<file path="src/rtl/store_queue.sv">
// rtl/store_queue.sv - in-order store queue with commit, memory drain and store-to-load forwarding (optional feature macro: SQ_FORWARD_EN)
module store_queue #(
    parameter int DEPTH      = 8,
    parameter int ADDR_WIDTH = 32,
    parameter int DATA_WIDTH = 32,
    parameter int ROB_WIDTH  = 5
) (
    input  logic                  clk,
    input  logic                  rst_n,
    input  logic                  store_valid,
    input  logic [ADDR_WIDTH-1:0] store_waddr,
    input  logic [DATA_WIDTH-1:0] store_wdata,
    input  logic [2:0]            store_funct3,
    input  logic [ROB_WIDTH-1:0]  store_rob_id,
    output logic                  sq_full,
    output logic                  sq_empty,
    input  logic                  commit_valid,
    input  logic [ROB_WIDTH-1:0]  commit_rob_id,
    input  logic                  flush,
    output logic                  mem_wvalid,
    output logic [ADDR_WIDTH-1:0] mem_waddr,
    output logic [DATA_WIDTH-1:0] mem_wdata,
    output logic [3:0]            mem_wstrb,
    input  logic                  mem_wready,
    input  logic                  load_valid,
    input  logic [ADDR_WIDTH-1:0] load_raddr,
    input  logic [2:0]            load_funct3,
    output logic                  fwd_hit,
    output logic [DATA_WIDTH-1:0] fwd_data,
    output logic                  fwd_conflict
);

    localparam int IDX_W = $clog2(DEPTH);
    localparam int PTR_W = IDX_W + 1;
    localparam int WA_W  = ADDR_WIDTH - 2;

    // Byte-enable pattern for a naturally aligned access of the given size.
    function automatic logic [3:0] strb_of(input logic [1:0] sz, input logic [1:0] off);
        case (sz)
            2'b00:   strb_of = 4'b0001 << off;
            2'b01:   strb_of = off[1] ? 4'b1100 : 4'b0011;
            default: strb_of = 4'b1111;
        endcase
    endfunction

    logic [PTR_W-1:0]      head_q, head_d, cmt_q, cmt_d, tail_q, tail_d;
    logic [WA_W-1:0]       ent_addr_q [DEPTH];
    logic [WA_W-1:0]       ent_addr_d [DEPTH];
    logic [DATA_WIDTH-1:0] ent_data_q [DEPTH];
    logic [DATA_WIDTH-1:0] ent_data_d [DEPTH];
    logic [3:0]            ent_strb_q [DEPTH];
    logic [3:0]            ent_strb_d [DEPTH];
    logic [ROB_WIDTH-1:0]  ent_rob_q  [DEPTH];
    logic [ROB_WIDTH-1:0]  ent_rob_d  [DEPTH];

    logic [IDX_W-1:0] head_idx, cmt_idx, tail_idx;
    logic [PTR_W-1:0] count;
    logic             alloc, commit_ok, drain;

    assign head_idx = head_q[IDX_W-1:0];
    assign cmt_idx  = cmt_q[IDX_W-1:0];
    assign tail_idx = tail_q[IDX_W-1:0];
    assign count    = tail_q - head_q;

    assign sq_full  = (count == PTR_W'(DEPTH));
    assign sq_empty = (tail_q == head_q);

    assign alloc     = store_valid && !sq_full && !flush;
    assign commit_ok = commit_valid && (cmt_q != tail_q) && (ent_rob_q[cmt_idx] == commit_rob_id);

    // The oldest committed entry is presented; payload is zeroed while idle so reset shows zeros.
    assign mem_wvalid = (head_q != cmt_q);
    assign drain      = mem_wvalid && mem_wready;
    assign mem_waddr  = mem_wvalid ? {ent_addr_q[head_idx], 2'b00} : '0;
    assign mem_wdata  = mem_wvalid ? ent_data_q[head_idx] : '0;
    assign mem_wstrb  = mem_wvalid ? ent_strb_q[head_idx] : '0;

    // Next pointers: flush rolls tail back to the post-commit cmt, dropping speculative stores.
    always_comb begin
        head_d = drain ? head_q + PTR_W'(1) : head_q;
        cmt_d  = commit_ok ? cmt_q + PTR_W'(1) : cmt_q;
        tail_d = alloc ? tail_q + PTR_W'(1) : tail_q;
        if (flush) begin
            tail_d = cmt_d;
        end
    end

    // Pointer registers.
    always_ff @(posedge clk or negedge rst_n) begin
        if (!rst_n) begin
            head_q <= '0;
            cmt_q  <= '0;
            tail_q <= '0;
        end else begin
            head_q <= head_d;
            cmt_q  <= cmt_d;
            tail_q <= tail_d;
        end
    end

    // Entry write at tail on allocation.
    always_comb begin
        ent_addr_d = ent_addr_q;
        ent_data_d = ent_data_q;
        ent_strb_d = ent_strb_q;
        ent_rob_d  = ent_rob_q;
        if (alloc) begin
            ent_addr_d[tail_idx] = store_waddr[ADDR_WIDTH-1:2];
            ent_data_d[tail_idx] = store_wdata;
            ent_strb_d[tail_idx] = strb_of(store_funct3[1:0], store_waddr[1:0]);
            ent_rob_d[tail_idx]  = store_rob_id;
        end
    end

    // Entry storage; contents are only meaningful between head and tail, so no reset is needed.
    always_ff @(posedge clk) begin
        ent_addr_q <= ent_addr_d;
        ent_data_q <= ent_data_d;
        ent_strb_q <= ent_strb_d;
        ent_rob_q  <= ent_rob_d;
    end

    logic [IDX_W-1:0] slot;
    logic             unused_bits;

`ifdef SQ_FORWARD_EN
    logic [3:0]            lmask, sel_strb;
    logic [DATA_WIDTH-1:0] sel_data;
    logic                  match;

    assign unused_bits = ^{store_funct3[2], load_funct3[2]};

    // Scan oldest to youngest so the last matching entry (youngest) wins.
    always_comb begin
        lmask        = strb_of(load_funct3[1:0], load_raddr[1:0]);
        match        = 1'b0;
        sel_strb     = '0;
        sel_data     = '0;
        slot         = '0;
        fwd_hit      = 1'b0;
        fwd_conflict = 1'b0;
        fwd_data     = '0;
        for (int k = 0; k < DEPTH; k++) begin
            slot = head_idx + IDX_W'(k);
            if ((PTR_W'(k) < count) && (ent_addr_q[slot] == load_raddr[ADDR_WIDTH-1:2])) begin
                match    = 1'b1;
                sel_strb = ent_strb_q[slot];
                sel_data = ent_data_q[slot];
            end
        end
        if (load_valid && match) begin
            fwd_hit      = ((sel_strb & lmask) == lmask);
            fwd_conflict = !fwd_hit && ((sel_strb & lmask) != 4'b0000);
            fwd_data     = sel_data;
        end
    end
`else
    assign unused_bits = ^{store_funct3[2], load_funct3, load_raddr[1:0]};

    // Any word-address match forces a replay; no data is ever forwarded.
    always_comb begin
        slot         = '0;
        fwd_hit      = 1'b0;
        fwd_data     = '0;
        fwd_conflict = 1'b0;
        for (int k = 0; k < DEPTH; k++) begin
            slot = head_idx + IDX_W'(k);
            if ((PTR_W'(k) < count) && (ent_addr_q[slot] == load_raddr[ADDR_WIDTH-1:2])) begin
                fwd_conflict = load_valid;
            end
        end
    end
`endif

endmodule

</file>
<file path="config.mk">
export PLATFORM = sky130hd
export DESIGN_NAME = store_queue
export DESIGN_NICKNAME = d
export VERILOG_FILES = /design/src/rtl/store_queue.sv
export SDC_FILE = /design/constraint.sdc
export NUM_CORES = 1
export LEC_CHECK = 0
export BUFFER_PORTS_ARGS = -buffer_cell sky130_fd_sc_hd__buf_4
export CORE_MARGIN = 4
export CORE_UTILIZATION = 26
export DETAILED_ROUTE_END_ITERATION = 12
export GPL_ROUTABILITY_DRIVEN = 0
export PLACE_DENSITY = 0.52
export SETUP_SLACK_MARGIN = 0.5
export SLEW_MARGIN = 30
export SYNTH_ARGS = -nofsm -noshare
export SYNTH_HDL_FRONTEND = slang
export SYNTH_SLANG_ARGS = --single-unit
export TNS_END_PERCENT = 5
</file>
<file path="constraint.sdc">
create_clock -name clk -period 14.5 [get_ports clk]
set_input_delay 1.45 -clock clk [delete_from_list [all_inputs] [get_ports clk]]
set_output_delay 1.45 -clock clk [all_outputs]
set_load 0.02 [all_outputs]
</file>
==> metrics.cfg, run 1 <==
[status]
outcome=finished, final reports clean

[cells_and_area]
final_cell_area_um2=38260
nets=2515
finalNonFillerCells=4095
drive_gt1_frac=0.2715
area_growth_pct=15.73
finish.utilization=0.3039

[synthesis]
synth_area_leader_cell=edfxtp_1
synthSimpleGateAreaFrac=0.06200
ys_seq_area_frac=0.5250
synth_fa_ha_area_frac=0.003633
ys_warn_count=0
synth_top_family_by_area=multiplexers
ys_ff_latch=580
synth_xor_area_frac=0.05079
ys_top_cells_by_area=edfxtp_1 (52%), mux4_2 (20%), mux2i_1 (4.4%)
synthCells=2255
syn-cell-area_um2=33060
synth-edff-count=568
synth_cell_types=68
synthArstFlopShare=0.02069
postSynthAreaPerCell_um2=14.66
ys.flop_type=edfxtp_1
synthMuxAreaShare=0.2473
synth-compound-area-share=0.07222
synthDominantCellAreaShare=0.5160

[place]
io_buffers=182
place_ws_ns=6.798
dp_cells=3966
postPlaceCellArea_um2=35980
dp.final_hpwl_um=78380

[grt]
grt-ovfl-total=0
grt_max_degree=54
grt.total_usage=0.1676
grt_pass1_vias=21400
antenna_found_initial=14
grt_first_pass_wirelength_um=161200

[power_and_ir_drop]
leakage_nw=12.58
power.total_mw=9.562
peakVddDrop_mv=0.1672
power.density_nw_per_um2=250.0

[sta]
rsz0062_at_grt=no
fin_ws_ns=6.086
hold_viol_final=0
min_period_ns=8.414
hold_ws_ns=0.5519
slew_headroom=0.2542
tns_ns=0
tightest_slew_ns=1.116
clock_skew_ns=0.01583
slew_viol_final=0
fmax_mhz=118.8
setup_violations=0
post-route-period-util=0.5803

[drt]
viasPerCell=5.421
post-route-drc-count=0
ant_nets=0
drtIter0Drc=2459
drt_pass1_iterations=6
wl_per_cell_um=27.79
wirelength_um=113800
via_count=22200

[floorplanning]
fp.dieH_um=364.6
rows=130
die_w_um=364.6
initial_utilization=0.2626
die-area_um2=132900
io_pins=224
core_um2=125900

[clocking]
clkSinkCount=580
cts_htree_levels=3
holdBufCountCts=0
clockRootBuffer=clkbuf_16
post_cts_buffers=0
cts_buffers=69
cts_tree=done
clock_path_buffers=3
clk_latency_ns=0.64
cts_resized=0
path_clk_slew_ns=0.05

[critical_path]
cp_max_fo=43
worst_setup_path_start_kind=flip-flop
cp.arrival_ns=6.96
crit_path_end_kind=primary output
critical_path_class=flip-flop to primary output
required_ns=13.05

[job]
drv_cap=0

[hold_path]
min_path_type=flip-flop to flip-flop

## critical path, stage by stage (launching register included)
cell      delay [ns]
dfrtp_4         0.90
inv_2           0.46
ha_4            0.81
buf_4           0.65
buf_4           0.61
mux2_2          0.42
a221oi_1        0.45
o221ai_1        0.27
o21ai_0         0.20
o21ai_0         0.24
nor4_1          0.36
nand3_1         0.25
a41oi_2         0.43
buf_4           0.21
## cell type report
| class | count | area, um2 |
|---|---|---|
| Tap cell | 1650 | 2064 |
| Clock inverter | 33 | 416.7 |
| Sequential cell | 580 | 17370 |
| Antenna cell | 7 | 17.52 |
| Clock buffer | 89 | 1833 |
| Multi-Input combinational cell | 1469 | 14680 |
| Timing Repair Buffer | 230 | 1738 |
| Inverter | 37 | 140.1 |
| Fill cell | 12630 | 87640 |
## path summary, 6_finish.rpt
kind	startpoint	end	slack (ns)	depth (start not counted)
max	head_q[0]$_DFFE_PN0P_	fwd_conflict	6.09	13
min reg2reg	head_q[3]$_DFFE_PN0P_	head_q[3]$_DFFE_PN0P_	0.55	1
max in group asynchronous	rst_n	head_q[0]$_DFFE_PN0P_	13.67	1
min in group asynchronous	rst_n	head_q[1]$_DFFE_PN0P_	0.65	1
min	head_q[3]$_DFFE_PN0P_	head_q[3]$_DFFE_PN0P_	0.55	1
max reg2reg	head_q[2]$_DFFE_PN0P_	ent_data_q[70]$_DFFE_PP_	8.13	11
## cell usage after synthesis (8+ instances only)
master / n
buf_6: 17
mux4_2: 292
clkbuf_1: 65
nor2b_1: 8
nand4_1: 33
buf_2: 43
buf_1: 24
a21oi_1: 73
xnor2_1: 158
nand2_1: 195
nor2_1: 72
a21o_1: 15
edfxtp_1: 568
o21ai_0: 30
xor2_1: 30
nor3_1: 15
nor4_1: 21
and2_1: 9
mux2i_1: 146
mux2_2: 11
buf_4: 54
clkinv_1: 10
a22oi_1: 108
a31oi_1: 9
inv_1: 25
ha_1: 8
a2111oi_0: 21
dfrtp_1: 12
nand2b_1: 28
nand3_1: 48
o2111ai_1: 9
## sequential cells by signal, summed over array words and instances (netlist names)
name	cells
cmt_q	4
tail_q	4
ent_strb_q	32
ent_data_q	256
ent_addr_q	240
head_q	4
ent_rob_q	40
## where the power goes
part           internal, mW  switching (mW)
logic                  2.27            3.47
registers              1.96           0.141
clock network          1.03           0.701
## per-layer routing
layer  GRT usage  wire length [um]
met2      0.2562             50940
met3     0.04712             10760
met4     0.06398              4544
met5           0                48
met1      0.2262             47500
## layout by cell type (no fill, tap or decap), types with 6 or more instances in the layout
master	instances
mux2i_1	146
o221ai_1	7
xnor2_1	156
and2_1	9
nand4_1	33
a2111oi_0	20
a21oi_1	73
nor3_1	12
a2bb2oi_1	7
clkbuf_16	70
buf_4	227
nand3_1	48
edfxtp_1	568
mux2_2	11
nor2_1	69
nor4_1	18
nand2b_1	28
clkinv_2	8
a21o_1	15
dfrtp_1	9
a221oi_1	6
nand2_1	195
o2111ai_1	9
o21ai_0	30
nor2b_1	6
bufinv_16	7
clkbuf_1	18
xor2_1	28
o22ai_1	7
clkinv_1	20
mux4_2	292
conb_1	35
a31oi_1	9
a22oi_1	108
ha_1	6
diode_2	7
inv_1	24
## logic make-up after synthesis
family                   count (synthesis)
flip-flops                             580
multiplexers                           450
buffers and inverters                  240
other                                    1
AO/OA/AOI/OAI                          339
adder cells (fa/ha/maj)                  9
XOR/XNOR                               190
AND/OR/NAND/NOR                        446
Note: power is estimated with default switching activity, not from simulation.
==> inputs of run 2 (changes only) <==
Settings changed: ABC_AREA from default to 1.
Clock period 14.5 ns to 8.58 ns, I/O delays scaled along.
==> metrics.cfg, run 2 <==
[sta]
tightest_slew_ns=1.074
setup_violations=0
min_period_ns=6.842
rsz0062_at_grt=no
post-route-period-util=0.7975
fmax_mhz=146.1
tns_ns=0
clock_skew_ns=0.05694
slew_headroom=0.2838
hold_viol_final=0
slew_viol_final=0

[floorplanning]
fp.dieH_um=367.4
die_w_um=367.4
initial_utilization=0.2627
io_pins=224
die-area_um2=135000
rows=131
core_um2=127800

[cells_and_area]
final_common_cell=nand3_1
finish.utilization=0.3007
final_cell_mix=nand3_1 (1217), nand2_1 (1156), edfxtp_1 (568), nor2_1 (340), buf_4 (214)
top_regs=ent_data_q (256), ent_addr_q (240), ent_rob_q (40)
final_cell_area_um2=38440
top_register=ent_data_q
area_growth_pct=14.47
largest_register_ffs=256
nets=4295
drive_gt1_frac=0.08365

[drt]
drtIter0Drc=3788
wl_per_cell_um=22.22
drt_pass1_iterations=9
wirelength_um=130900
viasPerCell=5.226
via_count=30780
post-route-drc-count=0
ant_nets=0

[power_and_ir_drop]
power.density_nw_per_um2=462.5
leakage_nw=15.09
peakVddDrop_mv=0.4137

[critical_path]
worst_setup_path_start_kind=flip-flop
path_delay_family=buffers and inverters
critical-path-max-stage-delay_ns=1.02
cp.arrival_ns=5.98
cp_cell_sequence=clkinv_8 -> ha_4 -> inv_4 -> buf_4 -> nand3_1 -> nand3_1 -> nand3_1 -> nand4_1 -> nor2_1 -> nand2_1 -> nor2_1 -> nand2_1 -> nand2_1 -> nor2_1 -> a21oi_2 -> buf_4
critical_path_class=flip-flop to primary output
cp_num_buf_inv=4
cp_max_fo=148
required_ns=7.72
crit_path_top_delay_cell=ha_4
crit_path_end_kind=primary output

[synthesis]
synth_area_leader_cell=edfxtp_1
syn-cell-area_um2=33580
synthDominantCellAreaShare=0.5079
synth_top_family_by_area=simple AND/OR/NAND/NOR gates
ys_seq_area_frac=0.5168
postSynthAreaPerCell_um2=8.118
synth_most_common_cell=nand3_1
synthSimpleGateAreaFrac=0.3602
synthCells=4137
synthArstFlopShare=0.02069
synth-edff-count=568
synth-compound-area-share=0.05399
ys_warn_count=0
ys_top_cells_by_count=nand3_1 (1217), nand2_1 (1157), edfxtp_1 (568)
synth_cell_types=34
synth_xor_area_frac=0.009911
ys.flop_type=edfxtp_1
ys_ff_latch=580
synthMuxAreaShare=0
synth_fa_ha_area_frac=0.003577
ys_top_cells_by_area=edfxtp_1 (51%), nand3_1 (18%), nand2_1 (13%)

[clocking]
clk_latency_ns=0.69
holdBufCountCts=0
post_cts_buffers=0
cts_resized=0
cts_buffers=66
path_clk_slew_ns=0.06
clockRootBuffer=clkbuf_16
clock_path_buffers=3
cts_htree_levels=3
cts_tree=done
clkSinkCount=580

[grt]
grt_max_degree=205
grt_pass1_vias=27870
grt-ovfl-total=0
grt.total_usage=0.1869
grt_first_pass_wirelength_um=189000
antenna_found_initial=19

[status]
outcome=finished, final reports clean

[place]
io_buffers=182
dp.final_hpwl_um=85240
postPlaceCellArea_um2=36140

[job]
drv_cap=0

[hold_path]
min_path_type=input pin to async pin

run 2: changes by cell type after synthesis, moves of 108 or more:
cell,before,now
mux2i_1,146,0
o21ai_0,30,213
mux4_2,292,0
nand3_1,48,1217
nor2_1,72,347
nand2_1,195,1157
xnor2_1,158,11
a22oi_1,108,0
run 2: area by class of cell:
class / instances / area, um2
inverters: 100 / 402.9
diodes: 8 / 20.02
clock buffers: 70 / 1677
fillers: 13510 / 89410
well taps: 1662 / 2079
clock inverters: 51 / 599.3
flip-flops and latches: 580 / 17370
multi-input cells: 3199 / 14580
repair buffers: 220 / 1718
run 2: routing by layer:
metal  global-route usage  wire length [um]  vias to the layer above
li1                     -                 -                    14500
met1               0.2502             54330                    14510
met2               0.2889             57790                     1512
met3              0.05887             14270                      236
met4              0.05539              4333                       20
met5                    0               151                        -
run 2: worst paths after layout:
| check | from | endpoint | slack [ns] | cells past startpoint |
|---|---|---|---|---|
| worst max register to register | head_q[2]$_DFFE_PN0P_ | ent_addr_q[5]$_DFFE_PP_ | 4.14 | 9 |
| min in group clk | store_wdata[28] | ent_data_q[60]$_DFFE_PP_ | 0.40 | 1 |
| worst max-delay path | head_q[0]$_DFFE_PN0P_ | fwd_conflict | 1.74 | 16 |
| worst min-delay path | rst_n | tail_q[0]$_DFFE_PN0P_ | 0.07 | 1 |
| worst min register to register | head_q[3]$_DFFE_PN0P_ | head_q[3]$_DFFE_PN0P_ | 0.61 | 2 |
| max in group asynchronous | rst_n | head_q[0]$_DFFE_PN0P_ | 8.32 | 1 |
run 2: stage by stage:
| step | instances | setup slack [ns] | total power [mW] | hold slack (ns) |
|---|---|---|---|---|
| 6_report | 5890 | 1.738 | 17.78 | 0.06840 |
| 5_1_grt | 5883 | 1.427 | 19.04 | 0.04295 |
| 4_1_cts | 5882 | 1.800 | 17.68 | 0.03545 |
| 3_5_place_dp | 5761 | 2.507 | 14.67 | 0.5971 |
| 3_3_place_gp | 5761 | 2.499 | 14.66 | 0.5903 |
| 2_1_floorplan | 4171 | 0.7282 | 10.96 | 0.5585 |
run 2: power by group:
group          total (mW)  switching [mW]  internal, mW
clock network        2.96            1.27          1.69
registers            3.61           0.216          3.39
logic                11.2            8.11          3.11
total                17.8            9.59          8.19
run 2: cells by family after synthesis:
family                     after synthesis
DFF                                    580
adders and majority gates                9
buffers and inverters                  392
and+or+nand+nor                       2778
AOI/OAI and AO/OA                      339
other                                    1
xor gates and xnor gates                38
run 2: worst register-to-register path, delay by kind of cell, from the launching register on:
family / cells / cell delay [ns]
adder cells (fa/ha/maj): 1 / 0.51
buffers and inverters: 3 / 1.09
AND/OR/NAND/NOR: 4 / 1.20
XOR/XNOR: 1 / 0.33
flip-flops: 1 / 0.88
